## src/rtl/alu_share_arbiter.sv

```systemverilog
// Round-robin arbiter/sequencer sharing one 32-bit ALU between the EX stage (port 0)
// and the early branch-compare unit (port 1), with a one-entry response buffer.
module alu_share_arbiter #(
    parameter int unsigned TAGW = 4
) (
    input  logic            CLK,
    input  logic            RSTn,
    input  logic [1:0]      req_valid,
    output logic [1:0]      req_ready,
    input  logic [31:0]     req0_a,
    input  logic [31:0]     req0_b,
    input  logic [3:0]      req0_ctrl,
    input  logic [TAGW-1:0] req0_tag,
    input  logic [31:0]     req1_a,
    input  logic [31:0]     req1_b,
    input  logic [3:0]      req1_ctrl,
    input  logic [TAGW-1:0] req1_tag,
    output logic [31:0]     alu_a,
    output logic [31:0]     alu_b,
    output logic [3:0]      alu_ctrl,
    input  logic [31:0]     alu_c,
    input  logic            alu_zero,
    output logic            rsp_valid,
    input  logic            rsp_ready,
    output logic            rsp_owner,
    output logic [31:0]     rsp_c,
    output logic            rsp_zero,
    output logic            rsp_err,
    output logic [TAGW-1:0] rsp_tag
);

    localparam int unsigned DW = 32;
    localparam int unsigned CW = 4;

    typedef enum logic [1:0] {
        IDLE = 2'd0,
        EXEC = 2'd1,
        RESP = 2'd2
    } state_t;

    state_t              state;
    state_t              state_nxt;
    logic                last;
    logic                err;
    logic                owner_q;
    logic [TAGW-1:0]     tag_q;

    logic [1:0]          gnt;
    logic                window;
    logic                accept;
    logic                sel;
    logic [DW-1:0]       sel_a;
    logic [DW-1:0]       sel_b;
    logic [CW-1:0]       sel_ctrl;
    logic [TAGW-1:0]     sel_tag;
    logic                sel_err;

    // Codes the ALU implements; anything else is answered locally with rsp_err.
    function automatic logic ctrl_supported(input logic [CW-1:0] c);
        case (c)
            4'b0000, 4'b0001, 4'b0010, 4'b0110, 4'b0111, 4'b1100,
            4'b0011, 4'b0100, 4'b0101, 4'b1000, 4'b1001, 4'b1010: ctrl_supported = 1'b1;
            default:                                              ctrl_supported = 1'b0;
        endcase
    endfunction

    // Grant, accept window and next state.
    always_comb begin
        state_nxt = state;
        gnt       = 2'b00;
        req_ready = 2'b00;
        case (req_valid)
            2'b01:   gnt = 2'b01;
            2'b10:   gnt = 2'b10;
            2'b11:   gnt = last ? 2'b01 : 2'b10;
            default: gnt = 2'b00;
        endcase
        window = (state == IDLE) || ((state == RESP) && rsp_ready);
        if (window) begin
            req_ready = gnt;
        end
        accept = |req_ready;
        case (state)
            IDLE: if (accept) state_nxt = EXEC;
            EXEC: state_nxt = RESP;
            RESP: if (rsp_ready) state_nxt = accept ? EXEC : IDLE;
            default: state_nxt = IDLE;
        endcase
    end

    // Selected requester's payload.
    always_comb begin
        sel      = req_ready[1];
        sel_a    = sel ? req1_a    : req0_a;
        sel_b    = sel ? req1_b    : req0_b;
        sel_ctrl = sel ? req1_ctrl : req0_ctrl;
        sel_tag  = sel ? req1_tag  : req0_tag;
        sel_err  = !ctrl_supported(sel_ctrl);
    end

    always_ff @(posedge CLK or negedge RSTn) begin
        if (!RSTn) begin
            state <= IDLE;
        end else begin
            state <= state_nxt;
        end
    end

    // Operand issue, result capture and response buffer.
    always_ff @(posedge CLK or negedge RSTn) begin
        if (!RSTn) begin
            last      <= 1'b1;
            err       <= 1'b0;
            owner_q   <= 1'b0;
            tag_q     <= '0;
            alu_a     <= '0;
            alu_b     <= '0;
            alu_ctrl  <= '0;
            rsp_valid <= 1'b0;
            rsp_owner <= 1'b0;
            rsp_c     <= '0;
            rsp_zero  <= 1'b0;
            rsp_err   <= 1'b0;
            rsp_tag   <= '0;
        end else begin
            if (accept) begin
                last     <= sel;
                owner_q  <= sel;
                tag_q    <= sel_tag;
                err      <= sel_err;
                alu_a    <= sel_err ? DW'(0) : sel_a;
                alu_b    <= sel_err ? DW'(0) : sel_b;
                alu_ctrl <= sel_err ? CW'(0) : sel_ctrl;
            end
            if (state == EXEC) begin
                rsp_valid <= 1'b1;
                rsp_owner <= owner_q;
                rsp_tag   <= tag_q;
                rsp_err   <= err;
                rsp_c     <= err ? DW'(0) : alu_c;
                rsp_zero  <= err ? 1'b0 : alu_zero;
            end else if ((state == RESP) && rsp_ready) begin
                rsp_valid <= 1'b0;
            end
        end
    end

endmodule
```

## config.mk

```make
export PLATFORM = sky130hd
export DESIGN_NAME = alu_share_arbiter
export DESIGN_NICKNAME = d
export VERILOG_FILES = /design/src/rtl/alu_share_arbiter.sv
export SDC_FILE = /design/constraint.sdc
export NUM_CORES = 1
export LEC_CHECK = 0
export ABC_CLOCK_PERIOD_IN_PS = 2000
export BUFFER_PORTS_ARGS = -buffer_cell sky130_fd_sc_hd__buf_2
export CAP_MARGIN = 10
export CORE_MARGIN = 10
export CORE_UTILIZATION = 35
export DETAILED_ROUTE_END_ITERATION = 7
export SLEW_MARGIN = 20
export SYNTH_ARGS = -nofsm -noshare
export SYNTH_HDL_FRONTEND = slang
export SYNTH_SLANG_ARGS = --single-unit
```

## constraint.sdc

```tcl
create_clock -name CLK -period 2 [get_ports CLK]
set_input_delay 0.1 -clock CLK [delete_from_list [all_inputs] [get_ports CLK]]
set_output_delay 0.1 -clock CLK [all_outputs]
set_load 0.01 [all_outputs]
```

==> flow_metrics.py, run 1 <==
metrics = {
    "status": {
        "status": "complete, no violations",
    },
    "job": {
        "drv.max_cap_violation_count": 0,
    },
    "global_route": {
        "grt_pass1_vias": 6344,
        "gr-usage-all-layers": 0.1916,
        "grt_start_max_net_pins": 118,
        "global_route.overflow_total": 0,
        "grt_pass1_wl_um": 34210,
        "antenna_found_initial": 2,
    },
    "setup_path": {
        "cp_slowest_cell": "or3_2",
        "critical_path_cell_by_cell": "nor2b_1 -> or3_2 -> inv_4 -> buf_12 -> nor2_1 -> a221oi_1",
        "reg2reg_from": "state[1]",
        "r2r-end": "alu_a[5]",
        "critical_path.max_stage_delay_ns": 0.51,
        "critPathMaxFanout": 50,
        "timing.reg2reg.worst_path_depth": 6,
        "end_kind": "flop",
        "setup.worst_path.class": "flop to flop",
        "rrSetupSlack_ns": 0.15,
        "cp.required_ns": 2.31,
        "startpoint_type": "flop",
        "arrival_ns": 2.16,
    },
    "sta": {
        "skew_ns": 0.009779,
        "drv_slew": 0,
        "timing.fmax_ghz": 0.5400,
        "fin_crit_sh": 0.9259,
        "worstMarginPinSlew_ns": 0.6450,
        "relSlewSlack": 0.5700,
        "unrepaired_setup_endpoints_after_global_routing": "false",
        "period_needed_ns": 1.852,
        "layout_setup_ws_ns": 0.1482,
        "hold_violations": 0,
        "setup_violations": 0,
        "setup_total_negative_slack_ns": 0,
    },
    "synth": {
        "syn-mean-instance-area_um2": 9.754,
        "synth.largest_area_cell": "dfrtp_1",
        "yosys_most_used_dff": "dfrtp_1",
        "synth.top_cell.area_share": 0.5027,
        "ys_ff_latch": 117,
        "synth_enable_flop_cells": 0,
        "synth_cells": 592,
        "synth_area_leaders": "dfrtp_1 50%, a221oi_2 13%, nand2_1 7.1%",
        "synth-async-reset-ratio": 1.000,
        "synthesized_area_um2": 5774,
        "post_synth_num_cell_types": 29,
        "synthesis.nets": 774,
        "synth-warning-count": 0,
        "synth_sequential_area_ratio": 0.5073,
    },
    "power_and_ir_drop": {
        "p_per_area_nw_per_um2": 1479,
        "finalPower_mw": 13.62,
        "static-leakage-power_nw": 4.537,
        "peakVddDrop_v": 0.0006634,
    },
    "routing": {
        "via_per_inst": 4.960,
        "drc": 0,
        "postRouteAntennaNets": 0,
        "wire_per_inst_um": 17.91,
        "drt_first_iter_violations": 230,
        "finalWirelength_um": 21550,
        "firstDrtPassIters": 5,
        "vias": 5967,
    },
    "placement": {
        "hpwlAfterDp_um": 14620,
        "place_worst_setup_slack_ns": 0.1269,
        "port-buffer-count": 291,
        "gpl.final_weighted_congestion": 0.7890,
        "post-place-cells": 1061,
    },
    "floorplan": {
        "floorplan.initialDensity": 0.3609,
        "core-area_um2": 16000,
        "design.die.area_um2": 22040,
        "die_w_um": 148.4,
        "design.portCount": 292,
        "die_h_um": 148.4,
        "rows": 46,
    },
    "finish": {
        "finalNonFillerCells": 1203,
        "fill_cell_total_of_the_finished_layout": 1408,
        "fraction_of_final_layout_cells_sized_beyond_drive_strength_1": 0.4091,
        "area_growth_syn_to_layout_pct": 59.44,
        "most-common-layout-cells": "290 x buf_2, 116 x dfrtp_1, 109 x nand2_1, 109 x dlygate4sd3_1, 70 x nor2_1",
        "layout_commonest_cell": "buf_2",
        "total_nets_final": 1155,
    },
    "worst_hold_path": {
        "timing.hold.worst_endpoint": "tag_q[3]",
        "hold_class": "input port to flop",
        "holdPathStages": 3,
        "hold_path_startpoint": "req0_tag[3]",
    },
    "clock_network": {
        "clock_path_buffers": 2,
        "numCtsBuffers": 17,
        "cts_root_buf": "clkbuf_16",
        "cts.sinks": 117,
        "cts.htree.levels": 4,
        "tritoncts": "yes",
        "clk_pin_slew_ns": 0.05,
        "clkLatencyLatePin_ns": 0.41,
    },
}
-- state kept, by name, indices dropped and copies added (netlist names) --
register / cells
last: 1
err: 1
state: 2
rsp_c: 32
rsp_err: 1
rsp_valid: 1
rsp_tag: 4
owner_q: 1
rsp_zero: 1
tag_q: 4
alu_b: 32
alu_a: 32
rsp_owner: 1
alu_ctrl: 4
-- routing by layer --
| metal | track usage | wire length, um |
|---|---|---|
| met1 | 0.2353 | 9200 |
| met2 | 0.3009 | 10050 |
| met3 | 0.07008 | 1896 |
| met4 | 0.07037 | 404 |
| met5 | 0 | 0 |
-- how the worst max path moves through the flow --
stage                   from           end  slack (ns)  cells after the start
floorplan           state[1]     alu_b[11]        0.32                      7
global placement    state[1]      alu_a[2]        0.19                      6
detailed placement  state[1]     alu_a[12]        0.13                      6
CTS                 state[1]  req_ready[1]        0.05                      5
global route        state[1]     alu_a[13]        0.02                      6
finish              state[1]      alu_a[5]        0.15                      6
-- stage by stage --
step / hold WS, ns / cell area (um2) / util
after CTS: 0.001484 / 9198 / 0.5748
after global placement: 0.2561 / 7463 / 0.4665
after floorplan: -0.1956 / 5774 / -
after detailed placement: 0.2587 / 7463 / 0.4665
after global routing: 0.01169 / 9204 / 0.5752
final: 0.01816 / 9206 / 0.5754
-- timing repair --
item / in CTS / in global routing
hold buffers: 109 / 0
buffers inserted: 0 / 0
setup endpoints to repair: 0 / 1
endpoints found under the hold margin: 220 / 0
resized for setup: 0 / 1
-- critical path: cells and delay by family (launching register included) --
family,cells,cell delay [ns]
AO/OA/AOI/OAI,1,0.20
buffers and inverters,2,0.40
flip-flops,1,0.40
AND/OR/NAND/NOR,3,0.74
-- power by group --
group	total (mW)	switching (mW)	internal (mW)	leakage, nW
Sequential	4.21	0.652	3.56	1.40
Clock	3.30	1.06	2.24	0.311
Combinational	6.11	3.51	2.60	2.82
-- cells by family (layout without fill, tap and decap cells) --
kind of cell	count (synthesis)	count (layout)	synth area share
fa+ha+maj	2	2	0.003467
simple gates	223	223	0.1651
compound gates	176	176	0.2498
flops	117	117	0.5073
buf+inv	62	455	0.05136
mux	12	12	0.02297
other cells	0	2	0
-- area by class of cell --
class / instances / area, um2 / share of cell area
tap: 216 / 270.3 / 0.02936
multi-input combinational: 413 / 2570 / 0.2792
clock buffer: 23 / 498.0 / 0.05409
antenna: 2 / 5.005 / 0.0005436
clock inverter: 8 / 145.1 / 0.01577
sequential: 117 / 2929 / 0.3182
inverter: 6 / 25.02 / 0.002718
timing repair buffer: 418 / 2764 / 0.3002
-- synth_stat cells (all sizes together) (5+ instances only) --
cell	n
a21oi	68
mux2	7
o21ai	39
nand2b	36
inv	6
nor2	70
mux2i	5
buf	32
a221oi	67
clkbuf	24
dfrtp	116
nand2	109
(Power assumes the default switching activity.)
==> run 2, diff against run 1 <==
Settings changed: PLACE_DENSITY_LB_ADDON from default to 0.3.
==> run 2 against run 1 <==
Setup slack lost 0.00052 ns. Routed wire length about the same. Clock-buffer cell count is 2 lower. Largest cell class unchanged. Die area is the same. Utilization is essentially flat. Sequential share of layout area about the same. Critical endpoint is now alu_a[15]. Combinational power rose by 2%. Critical path type unchanged. Flip-flop and latch count did not move. Largest power group unchanged.
==> flow_metrics.py, run 2 (synthesized netlist as in run 1, its figures left out) <==
metrics = {
    "placement": {
        "cell_area_placed_um2": 7523,
        "port-buffer-count": 291,
        "hpwlAfterDp_um": 14890,
        "gpl.final_weighted_congestion": 0.8085,
    },
    "sta": {
        "hold_violations": 0,
        "timing.fmax_ghz": 0.5399,
        "period_needed_ns": 1.852,
        "fin_crit_sh": 0.9262,
        "hold_ws_ns": 0.01985,
        "skew_ns": 0.01154,
        "setup_total_negative_slack_ns": 0,
        "setup_violations": 0,
        "worstMarginPinSlew_ns": 0.5213,
        "relSlewSlack": 0.6525,
        "unrepaired_setup_endpoints_after_global_routing": "false",
        "drv_slew": 0,
    },
    "finish": {
        "most-common-layout-cells": "290 x buf_2, 116 x dfrtp_1, 109 x nand2_1",
        "post-route-cell-area_um2": 9201,
        "layout_top_registers": "alu_a (32), alu_b (32), rsp_c (32)",
        "layout_commonest_cell": "buf_2",
        "area_growth_syn_to_layout_pct": 59.35,
        "fill_cell_total_of_the_finished_layout": 1415,
        "fraction_of_final_layout_cells_sized_beyond_drive_strength_1": 0.4106,
        "total_nets_final": 1155,
    },
    "setup_path": {
        "cp_top_family": "simple AND/OR/NAND/NOR gates",
        "critical_path.max_stage_delay_ns": 0.51,
        "crit_path_start": "state[1]",
        "critPathMaxFanout": 38,
        "startpoint_type": "flop",
        "reg2reg_from": "state[1]",
        "critical_path_cell_by_cell": "nor2b_1 -> or3_2 -> inv_4 -> buf_12 -> nor2_1 -> a221oi_1",
        "crit_buf_inv": 2,
        "arrival_ns": 2.15,
        "cp.required_ns": 2.29,
        "setup.worst_path.class": "flop to flop",
        "cp_slowest_cell": "or3_2",
        "end_kind": "flop",
    },
    "floorplan": {
        "floorplan.initialDensity": 0.3609,
        "die_w_um": 148.4,
        "die_h_um": 148.4,
        "rows": 46,
        "design.portCount": 292,
        "core-area_um2": 16000,
        "design.die.area_um2": 22040,
    },
    "routing": {
        "postRouteAntennaNets": 0,
        "finalWirelength_um": 21540,
        "vias": 5905,
        "drc": 0,
        "via_per_inst": 4.896,
        "firstDrtPassIters": 7,
        "wire_per_inst_um": 17.86,
        "drt_first_iter_violations": 268,
    },
    "worst_hold_path": {
        "hold_class": "input port to flop",
        "hold_path_startpoint": "alu_c[31]",
    },
    "clock_network": {
        "tritoncts": "yes",
        "cts_post_setup_buffers_inserted": 0,
        "clock_path_buffers": 2,
        "cts_root_buf": "clkbuf_16",
        "cts.sinks": 117,
        "clkLatencyLatePin_ns": 0.41,
        "numCtsBuffers": 17,
        "cts.htree.levels": 4,
        "clk_pin_slew_ns": 0.05,
    },
    "job": {
        "drv.max_cap_violation_count": 0,
    },
    "global_route": {
        "global_route.overflow_total": 0,
        "grt_pass1_wl_um": 33780,
        "grt_start_max_net_pins": 70,
        "antenna_found_initial": 4,
        "grt_pass1_vias": 6357,
        "gr-usage-all-layers": 0.1903,
    },
    "power_and_ir_drop": {
        "static-leakage-power_nw": 4.530,
        "p_per_area_nw_per_um2": 1463,
        "peakVddDrop_v": 0.0007054,
    },
    "status": {
        "status": "complete, no violations",
    },
}
## run 2: cell types whose count changed in the layout (fill, tap and decap cells not counted), sizes merged
cell         before  now
clkinv            2    4
dlygate4sd3     109  106
diode             2    6
bufinv            4    3
clkbuf           23   21
buf             309  312
## run 2: repair_timing
item | CTS | global route
cloned | 0 | 0
gates resized for setup | 1 | 2
endpoints found under the setup margin | 1 | 1
endpoints found under the hold margin | 128 | 0
hold buffers | 106 | 0
## run 2: through the flow
step	worst slack (ns)	std cells	util	total power, mW
2_1_floorplan	0.3211	592	-	7.883
3_3_place_gp	0.1969	1064	0.4702	10.22
3_5_place_dp	0.1037	1064	0.4702	10.31
4_1_cts	0.008185	1200	0.5736	13.61
5_1_grt	0.02956	1203	0.5746	14.48
6_report	0.1477	1206	0.5751	13.47
## run 2: final timing paths
check	endpoint	slack, ns	cells after the start
hold / removal	rsp_c[31]	0.02	3
setup / recovery	alu_a[15]	0.15	6
max in group asynchronous	alu_ctrl[3]	1.08	3
min in group asynchronous	rsp_c[27]	0.20	2
hold reg to reg	owner_q	0.47	2
setup reg to reg	alu_a[15]	0.15	6
## run 2: layout make-up
cell class                 instances  area, um2  share of cell area
inverter                           6      25.02            0.002720
timing repair buffer             418       2803              0.3046
clock buffer                      21      460.4             0.05004
sequential                       117       2929              0.3183
multi-input combinational        413       2570              0.2793
clock inverter                     9      128.9             0.01401
tap                              216      270.3             0.02937
antenna                            6      15.01            0.001632
## run 2: worst reg2reg max path, delay by kind of cell (launching register included)
family          cells  cell delay [ns]
compound gates      1             0.22
buf+inv             2             0.38
flops               1             0.39
simple gates        3             0.76
## run 2: routing by layer
layer | vias up | wire [um] | GRT usage
met3 | 37 | 1931 | 0.08101
met4 | 0 | 627 | 0.08077
met1 | 2758 | 8977 | 0.2210
li1 | 2848 | - | -
met2 | 262 | 10000 | 0.3012
met5 | - | 0 | 0
## run 2: power breakdown
group	switching, mW	internal (mW)
combinational	3.54	2.66
clock	1.05	2.01
sequential	0.647	3.56
total	5.24	8.23
==> run 3, diff against run 2 <==
Settings changed: ABC_CLOCK_PERIOD_IN_PS 2000 to 2400.
Clock period 2 ns to 2.4 ns, I/O delays scaled along.
==> run 3 against run 2 <==
Flip-flop and latch count unchanged. Final cell count down 1.2%. Non-clock buffer count down 11. Worst hold slack about the same. Critical endpoint is now tag_q[1]. Largest power group unchanged. Clock skew decreased by 0.0035 ns. Critical path type unchanged. Total power shrank 19%. Highest routed layer is now met5.
==> flow_metrics.py, run 3 (synthesized netlist as in run 1, its figures left out) <==
metrics = {
    "sta": {
        "worstMarginPinSlew_ns": 0.6926,
        "relSlewSlack": 0.5383,
        "period_needed_ns": 2.084,
        "timing.fmax_ghz": 0.4798,
        "fin_crit_sh": 0.8685,
        "setup_violations": 0,
        "skew_ns": 0.008016,
        "setup_total_negative_slack_ns": 0,
        "hold_violations": 0,
        "drv_slew": 0,
        "unrepaired_setup_endpoints_after_global_routing": "false",
    },
    "global_route": {
        "gr-usage-all-layers": 0.1858,
        "use_met2": 0.3023,
        "grt_use_met1": 0.2130,
        "grt_pass1_vias": 6173,
        "grt_use_met3": 0.08465,
        "global_route.overflow_total": 0,
        "grt_pass1_wl_um": 33070,
        "grt_start_max_net_pins": 78,
        "gr-max-usage-layer": "met2",
        "antenna_found_initial": 1,
    },
    "setup_path": {
        "setup.worst_path.class": "flop to flop",
        "crit_buf_inv": 3,
        "critical_path_cell_by_cell": "nand2b_1 -> nand4_4 -> inv_2 -> buf_12 -> o21ai_0 -> dlygate4sd3_1",
        "cp.required_ns": 2.69,
        "cp_top_family": "buffers and inverters",
        "end_kind": "flop",
        "cp_slowest_cell": "dlygate4sd3_1",
        "rrSetupSlack_ns": 0.32,
        "critical_path.max_stage_delay_ns": 0.57,
        "critPathMaxFanout": 77,
        "startpoint_type": "flop",
        "arrival_ns": 2.37,
    },
    "power_and_ir_drop": {
        "p_per_area_nw_per_um2": 1210,
        "static-leakage-power_nw": 4.440,
        "peakVddDrop_v": 0.0005767,
    },
    "finish": {
        "layout_top_registers": "alu_a (32), alu_b (32), rsp_c (32)",
        "fill_cell_total_of_the_finished_layout": 1403,
        "post-route-cell-area_um2": 9005,
        "fraction_of_final_layout_cells_sized_beyond_drive_strength_1": 0.4113,
        "postLayoutCoreUtil": 0.5628,
        "finalNonFillerCells": 1191,
        "most-common-layout-cells": "290 x buf_2, 116 x dfrtp_1, 109 x nand2_1",
        "area_growth_syn_to_layout_pct": 55.95,
        "multi_input_area_um2": 2570,
        "layout_commonest_cell": "buf_2",
        "diodes": 0,
        "total_nets_final": 1144,
        "seq_area_um2": 2929,
    },
    "job": {
        "drv.max_cap_violation_count": 0,
    },
    "routing": {
        "wire_per_inst_um": 17.68,
        "vias": 5929,
        "postRouteAntennaNets": 0,
        "finalWirelength_um": 21060,
        "drt_first_iter_violations": 225,
        "via_per_inst": 4.978,
        "firstDrtPassIters": 4,
        "drc": 0,
    },
    "floorplan": {
        "rows": 46,
        "die_w_um": 148.4,
        "die_h_um": 148.4,
        "core-area_um2": 16000,
        "design.portCount": 292,
        "floorplan.initialDensity": 0.3609,
        "design.die.area_um2": 22040,
    },
    "status": {
        "status": "complete, no violations",
    },
    "clock_network": {
        "clkLatencyLatePin_ns": 0.41,
        "post_cts_resize_count": 0,
        "cts.htree.levels": 4,
        "clock_path_buffers": 2,
        "cts.sinks": 117,
        "clk_pin_slew_ns": 0.05,
        "numCtsBuffers": 17,
        "tritoncts": "yes",
        "cts_root_buf": "clkbuf_16",
    },
    "placement": {
        "port-buffer-count": 291,
        "gpl.final_weighted_congestion": 0.8044,
        "cell_area_placed_um2": 7441,
        "post-place-cells": 1058,
        "hpwlAfterDp_um": 14220,
    },
    "worst_hold_path": {
        "hold_class": "input port to flop",
    },
}
run 3: timing repair:
item | 4_1_cts | 5_1_grt
hold buffers | 101 | 0
buffers inserted | 0 | 0
endpoints found under the hold margin | 136 | 0
run 3: layout make-up:
class                   instances  share of cell area
clock buffers                  19             0.04919
clock inverters                13             0.01223
inverters                       6            0.002779
multi-input cells             413              0.2854
flip-flops and latches        117              0.3253
well taps                     216             0.03001
repair buffers                407              0.2951
run 3: per-stage QoR:
stage / hold slack [ns] / worst slack, ns / total power, mW
6_report: 0.01983 / 0.3157 / 10.89
5_1_grt: 0.004215 / 0.2275 / 11.74
4_1_cts: 0.001123 / 0.2766 / 11.05
3_5_place_dp: 0.1547 / 0.4206 / 8.478
3_3_place_gp: 0.1526 / 0.5486 / 8.418
2_1_floorplan: -0.1756 / 0.7211 / 6.569
run 3: worst paths after layout:
path	endpoint	cells after the start	start
max	tag_q[1]	6	state[1]
max in group asynchronous	alu_b[19]	3	RSTn
max reg2reg	tag_q[1]	6	state[1]
min	tag_q[2]	3	req0_tag[2]
min reg2reg	rsp_c[27]	2	rsp_c[27]
min in group asynchronous	rsp_c[27]	2	RSTn
run 3: tightest hold or removal path, stage by stage:
cell and delay (ns):
buf_2 0.08, mux2i_1 0.05, o21ai_0 0.14
run 3: report_power, final:
group | leakage [nW] | internal [mW] | total (mW) | switching, mW
Clock | 0.261 | 1.44 | 2.35 | 0.911
Combinational | 2.77 | 2.14 | 5.04 | 2.90
Sequential | 1.40 | 2.96 | 3.50 | 0.535
run 3: per-layer routing:
| metal | vias up | part of all wire |
|---|---|---|
| met5 | - | 0.00062 |
| met4 | 2 | 0.020 |
| met3 | 28 | 0.10 |
| met2 | 274 | 0.47 |
| met1 | 2804 | 0.41 |
| li1 | 2821 | - |
